**src/rtl/seg_disp_sched.sv**
```systemverilog
// ============================================================================
//  Module   : seg_disp_sched
//  Purpose  : Scan scheduler and page arbiter for the 4-digit elevator
//             7-segment display. Scans digits with anti-ghost blanking,
//             applies per-digit blink and switches between normal, alarm
//             and one-shot message pages on frame boundaries only.
//  Revision : 1.0 - initial release
// ============================================================================
`default_nettype none

module seg_disp_sched #(
    parameter int SCAN_DIV    = 50000,
    parameter int BLANK_CYC   = 2,
    parameter int BLINK_SLOTS = 256,
    parameter int HOLD_FRAMES = 200
) (
    input  logic        clk,
    input  logic        sysclr_n,
    input  logic [27:0] norm_pat,
    input  logic [3:0]  norm_blink,
    input  logic        alarm_req,
    input  logic [27:0] alarm_pat,
    input  logic        msg_req,
    input  logic [27:0] msg_pat,
    output logic        msg_ack,
    output logic [1:0]  page,
    output logic        frame_done,
    output logic [5:0]  SEG_SEL_n,
    output logic [7:0]  SEG_DATA
);

    localparam logic [0:0]  c_ST_BLANK    = 1'b0;
    localparam logic [0:0]  c_ST_DRIVE    = 1'b1;
    localparam logic [1:0]  c_PAGE_NORM   = 2'd0;
    localparam logic [1:0]  c_PAGE_ALARM  = 2'd1;
    localparam logic [1:0]  c_PAGE_MSG    = 2'd2;
    localparam logic [19:0] c_SCAN_LAST   = 20'(SCAN_DIV - 1);
    localparam logic [19:0] c_BLANK_LAST  = 20'(BLANK_CYC - 1);
    localparam logic [15:0] c_BLINK_LAST  = 16'(BLINK_SLOTS - 1);
    localparam logic [15:0] c_HOLD_INIT   = 16'(HOLD_FRAMES);

    logic [0:0]  state_q, state_d;
    logic [19:0] cnt_q, cnt_d;
    logic [1:0]  digit_q, digit_d;
    logic [15:0] blink_cnt_q, blink_cnt_d;
    logic        blink_off_q, blink_off_d;
    logic [1:0]  page_q, page_d;
    logic        pend_q, pend_d;
    logic [15:0] hold_q, hold_d;
    logic [27:0] snap_q, snap_d;
    logic [5:0]  sel_q, sel_d;
    logic [7:0]  data_q, data_d;
    logic        ack_q, ack_d;
    logic        fd_q, fd_d;

    logic        w_slot_end;
    logic        w_blank_end;
    logic        w_frame_end;
    logic [15:0] w_hold_dec;
    logic        w_hold_active;
    logic        w_accept;
    logic [27:0] w_pat;
    logic [3:0]  w_mask;
    logic [6:0]  w_digit_pat;

    // Scan sequencing: BLANK/DRIVE timing, digit advance and blink phase.
    always_comb begin
        w_slot_end  = (state_q == c_ST_DRIVE) && (cnt_q == c_SCAN_LAST);
        w_blank_end = (state_q == c_ST_BLANK) && (cnt_q == c_BLANK_LAST);
        w_frame_end = w_slot_end && (digit_q == 2'd3);
        state_d     = state_q;
        cnt_d       = cnt_q + 20'd1;
        digit_d     = digit_q;
        blink_cnt_d = blink_cnt_q;
        blink_off_d = blink_off_q;
        if (w_blank_end) begin
            state_d = c_ST_DRIVE;
            cnt_d   = 20'd0;
        end else if (w_slot_end) begin
            state_d = c_ST_BLANK;
            cnt_d   = 20'd0;
            digit_d = digit_q + 2'd1;
            if (blink_cnt_q == c_BLINK_LAST) begin
                blink_cnt_d = 16'd0;
                blink_off_d = ~blink_off_q;
            end else begin
                blink_cnt_d = blink_cnt_q + 16'd1;
            end
        end
    end

    // Page arbitration at frame boundaries: alarm > message > normal.
    always_comb begin
        w_hold_dec    = (w_frame_end && (page_q == c_PAGE_MSG) && (hold_q != 16'd0))
                        ? hold_q - 16'd1 : hold_q;
        w_hold_active = (page_q == c_PAGE_MSG) && (w_hold_dec != 16'd0);
        w_accept      = w_frame_end && !alarm_req && !w_hold_active && (pend_q || msg_req);
        page_d        = page_q;
        hold_d        = w_hold_dec;
        snap_d        = snap_q;
        pend_d        = w_accept ? 1'b0 : (pend_q | msg_req);
        if (w_frame_end) begin
            if (alarm_req) begin
                page_d = c_PAGE_ALARM;
                hold_d = 16'd0;
            end else if (w_hold_active) begin
                page_d = c_PAGE_MSG;
            end else if (w_accept) begin
                page_d = c_PAGE_MSG;
                hold_d = c_HOLD_INIT;
                snap_d = msg_pat;
            end else begin
                page_d = c_PAGE_NORM;
            end
        end
        ack_d = w_accept;
        fd_d  = w_frame_end;
    end

    // Pin values for the upcoming cycle, from the next scan state and page.
    always_comb begin
        w_pat  = norm_pat;
        w_mask = norm_blink;
        case (page_d)
            c_PAGE_ALARM: begin
                w_pat  = alarm_pat;
                w_mask = 4'hF;
            end
            c_PAGE_MSG: begin
                w_pat  = snap_d;
                w_mask = 4'h0;
            end
            default: ;
        endcase
        case (digit_d)
            2'd0:    w_digit_pat = w_pat[6:0];
            2'd1:    w_digit_pat = w_pat[13:7];
            2'd2:    w_digit_pat = w_pat[20:14];
            default: w_digit_pat = w_pat[27:21];
        endcase
        sel_d  = 6'h3F;
        data_d = 8'hFF;
        if (state_d == c_ST_DRIVE) begin
            sel_d = {2'b11, ~(4'b0001 << digit_d)};
            if (!(blink_off_d && w_mask[digit_d])) begin
                data_d = {1'b1, w_digit_pat};
            end
        end
    end

    // State and output registers with synchronous active-low clear.
    always_ff @(posedge clk) begin
        if (!sysclr_n) begin
            state_q     <= c_ST_BLANK;
            cnt_q       <= 20'd0;
            digit_q     <= 2'd0;
            blink_cnt_q <= 16'd0;
            blink_off_q <= 1'b0;
            page_q      <= c_PAGE_NORM;
            pend_q      <= 1'b0;
            hold_q      <= 16'd0;
            snap_q      <= 28'd0;
            sel_q       <= 6'h3F;
            data_q      <= 8'hFF;
            ack_q       <= 1'b0;
            fd_q        <= 1'b0;
        end else begin
            state_q     <= state_d;
            cnt_q       <= cnt_d;
            digit_q     <= digit_d;
            blink_cnt_q <= blink_cnt_d;
            blink_off_q <= blink_off_d;
            page_q      <= page_d;
            pend_q      <= pend_d;
            hold_q      <= hold_d;
            snap_q      <= snap_d;
            sel_q       <= sel_d;
            data_q      <= data_d;
            ack_q       <= ack_d;
            fd_q        <= fd_d;
        end
    end

    assign SEG_SEL_n  = sel_q;
    assign SEG_DATA   = data_q;
    assign page       = page_q;
    assign msg_ack    = ack_q;
    assign frame_done = fd_q;

endmodule

`default_nettype wire

```
**config.mk**
```make
export PLATFORM = sky130hd
export DESIGN_NAME = seg_disp_sched
export DESIGN_NICKNAME = d
export VERILOG_FILES = /design/src/rtl/seg_disp_sched.sv
export SDC_FILE = /design/constraint.sdc
export NUM_CORES = 1
export LEC_CHECK = 0
export ABC_AREA = 1
export CAP_MARGIN = 20
export CORE_ASPECT_RATIO = 2
export CORE_MARGIN = 4
export CORE_UTILIZATION = 30
export CTS_BUF_LIST = sky130_fd_sc_hd__clkbuf_4 sky130_fd_sc_hd__clkbuf_8
export CTS_CLUSTER_SIZE = 28
export DETAILED_ROUTE_END_ITERATION = 16
export DONT_BUFFER_PORTS = 1
export MAX_ROUTING_LAYER = met4
export SKIP_CTS_REPAIR_TIMING = 1
export SYNTH_ARGS = -nofsm -noshare
export SYNTH_HDL_FRONTEND = slang
export SYNTH_SLANG_ARGS = --single-unit
```
**constraint.sdc**
```tcl
create_clock -name clk -period 3.4 [get_ports clk]
set_input_delay 0.85 -clock clk [delete_from_list [all_inputs] [get_ports clk]]
set_output_delay 0.85 -clock clk [all_outputs]
set_load 0.1 [all_outputs]
```
==> impl_results.md <==
* Avg WL per Cell at 15.4 um
* Share of layout cells above drive strength 1 at 15.6%
* # fillers at 1950
* Chip width at 105 um
* Leading cell type in the layout, fill and taps excluded: nand2_1
* Synth Warn # at 0
* Placed cells at 1127
* Post-Synthesis Cell Area at 5610 um2
* Worst slew pin tran at 1.06 ns
* Placed instance area at 6240 um2
* Final Non-Filler Cells at 1152
* Synthesized area per cell at 6.35 um2
* I/O pin count at 110
* Max Root-Sink Buffers at 2
* Core area at 18300 um2
* Main area contributors after synthesis: dfxtp_1, nand2_1, nor2_1
* Final core occ at 36.8%
* # rows at 70
* Post-route ant nets at 0
* RSZ-0062 raised after global routing: true
* Initial antenna violation count at 0
* Initial Util at 30.7%
* Port Buffers at 0
* HPWL Detailed at 13600 um
* Diode count at 0
* Via/cell ratio at 5.04
* HP Class: reg2reg
* First-pass DRT Iterations at 5
* Area of the die at 21100 um2
* Setup Skew at 0.00965 ns
* Register area share after synthesis at 35.7%
* Post-synth top area cell: dfxtp_1
* Final hold vios at 0
* Cts bufs inserted at 9
* Pre-CTS setup slack at -0.113 ns
* Slew Viols, Final at 0
* Req. time, crit path at 3.67 ns
* Die height at 201 um
* Critical path arrival at 3.64 ns
* GRT Total Usage at 16.8%
* Max Fanout on Critical Path at 8
* Final net count at 1031
* Drt total wl at 17700 um
* H-tree level count at 3
* Count of final setup violators at 0
* First-pass GRT wire length at 27600 um
* Final period util at 99.1%
* Most frequent cells in the layout: nand2_1, nor2_1, inv_1
* Final TNS setup at 0 ns
* Max Fclk at 297 MHz
* Worst hold margin at 0.471 ns
* Kind of critical path: reg2reg
* Post-layout minimum cycle time at 3.37 ns
* Worst VDD drop at 0.314 mV
* Vias at 5802
* Routability cong. at 0.933
* Leakage at 2.95 nW
* Synth unique cells at 38
* Clk_lat worst skew at 0.38 ns
* Synth top area share at 35.7%
* Residual DRC at 0
* Mapped Cells at 884
* Yosys reg bits at 100
* GR Overflow Total at 0
* Worst Setup Start Kind: flip-flop
* Final Power at 2.21 mW
* Clock-pin slew on the worst setup and hold paths at 0.10 ns
* Clk sinks at 100
* Number of global-route vias before repair at 5702
* # Max-Cap Violations at 0
* CTS tree: done
* Synthesis-to-layout area growth at 20.1%
* Setup ws final at 0.0291 ns
* Largest net degree at the start of global routing at 32
* Worst slew margin at 29.5%
* Power per Cell Area at 328 nW/um2
* CP Capture Type: flip-flop
* DR iter-0 viols at 311
* Root Buffer: clkbuf_8
* Design Area, Final at 6740 um2
* Status: complete, no violations
[cell usage after synthesis]
library cell / number
nand2_1: 214
nor2_1: 164
dfxtp_1: 100
inv_1: 98
a21oi_1: 72
nand3_1: 62
o21ai_0: 21
nand4_1: 19
nand3b_1: 18
nor3_1: 18
clkbuf_1: 17
xor2_1: 16
buf_2: 8
ha_1: 7
nor4_1: 6
a211oi_1: 4
buf_4: 4
nand2_2: 4
buf_6: 3
nor3b_1: 3
o21a_1: 3
or2_2: 3
buf_1: 2
inv_2: 2
nor2_2: 2
xnor2_1: 2
a31o_2: 1
a32o_1: 1
clkinv_1: 1
conb_1: 1
nand3_2: 1
nand4_4: 1
nor2_4: 1
o2111ai_1: 1
o211ai_1: 1
o311a_1: 1
or2_0: 1
or2_1: 1
[flip-flops by register name (all words and copies together), names as in the netlist, 2 cells and up]
| signal | count |
|---|---|
| snap_q | 28 |
| cnt_q | 20 |
| blink_cnt_q | 16 |
| hold_q | 16 |
| SEG_DATA | 7 |
| SEG_SEL_n | 4 |
| digit_q | 2 |
| page | 2 |
[cell type report]
cell class | instances | area (um2) | share of cell area (%)
multi-input cells | 652 | 3250 | 48.3
flip-flops and latches | 100 | 2010 | 29.8
repair buffers | 68 | 632 | 9.37
inverters | 101 | 384 | 5.70
well taps | 216 | 270 | 4.01
clock buffers | 10 | 138 | 2.04
clock inverters | 5 | 52.6 | 0.780
[cell families after synthesis]
logic type	after synthesis	share of synthesized area, %
and+or+nand+nor	518	40.0
DFF	100	35.7
other	1	0.0668
AOI/OAI and AO/OA	105	10.0
buffers and inverters	135	9.88
adders and majority gates	7	1.56
xor gates and xnor gates	18	2.81
[critical path, cell delays in order (launching register included)]
cell and delay [ns]:
dfxtp_2 0.36, ha_4 0.15, nand3_4 0.07, nor2_4 0.13, nand3_2 0.10, nor2_4 0.21, nand4_4 0.23, nand2_2 0.16
nand2_2 0.06, nor2_2 0.12, nand2_1 0.07, nor2_1 0.11, nand2_1 0.07, nand2_2 0.07, a21oi_2 0.06, a21oi_2 0.15
inv_2 0.07, ha_4 0.31, inv_6 0.06, buf_12 0.14, buf_12 0.12, nor2_4 0.06, nor2_1 0.05, nand2_1 0.09
nand2_1 0.05, nor2_1 0.12, nand2_1 0.07
[per-layer routing]
metal | track usage [%] | up-vias | share of wire (%)
li1 | - | 2921 | -
met1 | 15.7 | 2640 | 34
met2 | 32.3 | 202 | 56
met3 | 2.18 | 39 | 4.4
met4 | 8.96 | 0 | 4.8
met5 | - | - | 0
[report_power, final]
part,switching (mW),internal [mW]
Combinational,0.0974,0.0490
Clock,0.416,0.353
Sequential,0.105,1.19
[worst paths after layout]
path	from	end	slack, ns	cells past startpoint
hold reg to reg	cnt_q[19]$_SDFF_PP0_	cnt_q[19]$_SDFF_PP0_	0.47	1
setup reg to reg	cnt_q[1]$_SDFF_PP0_	SEG_DATA[4]$_SDFF_PP1_	0.03	26
hold / removal	cnt_q[19]$_SDFF_PP0_	cnt_q[19]$_SDFF_PP0_	0.47	1
setup / recovery	cnt_q[1]$_SDFF_PP0_	SEG_DATA[4]$_SDFF_PP1_	0.03	26
(Power assumes the default switching activity.)
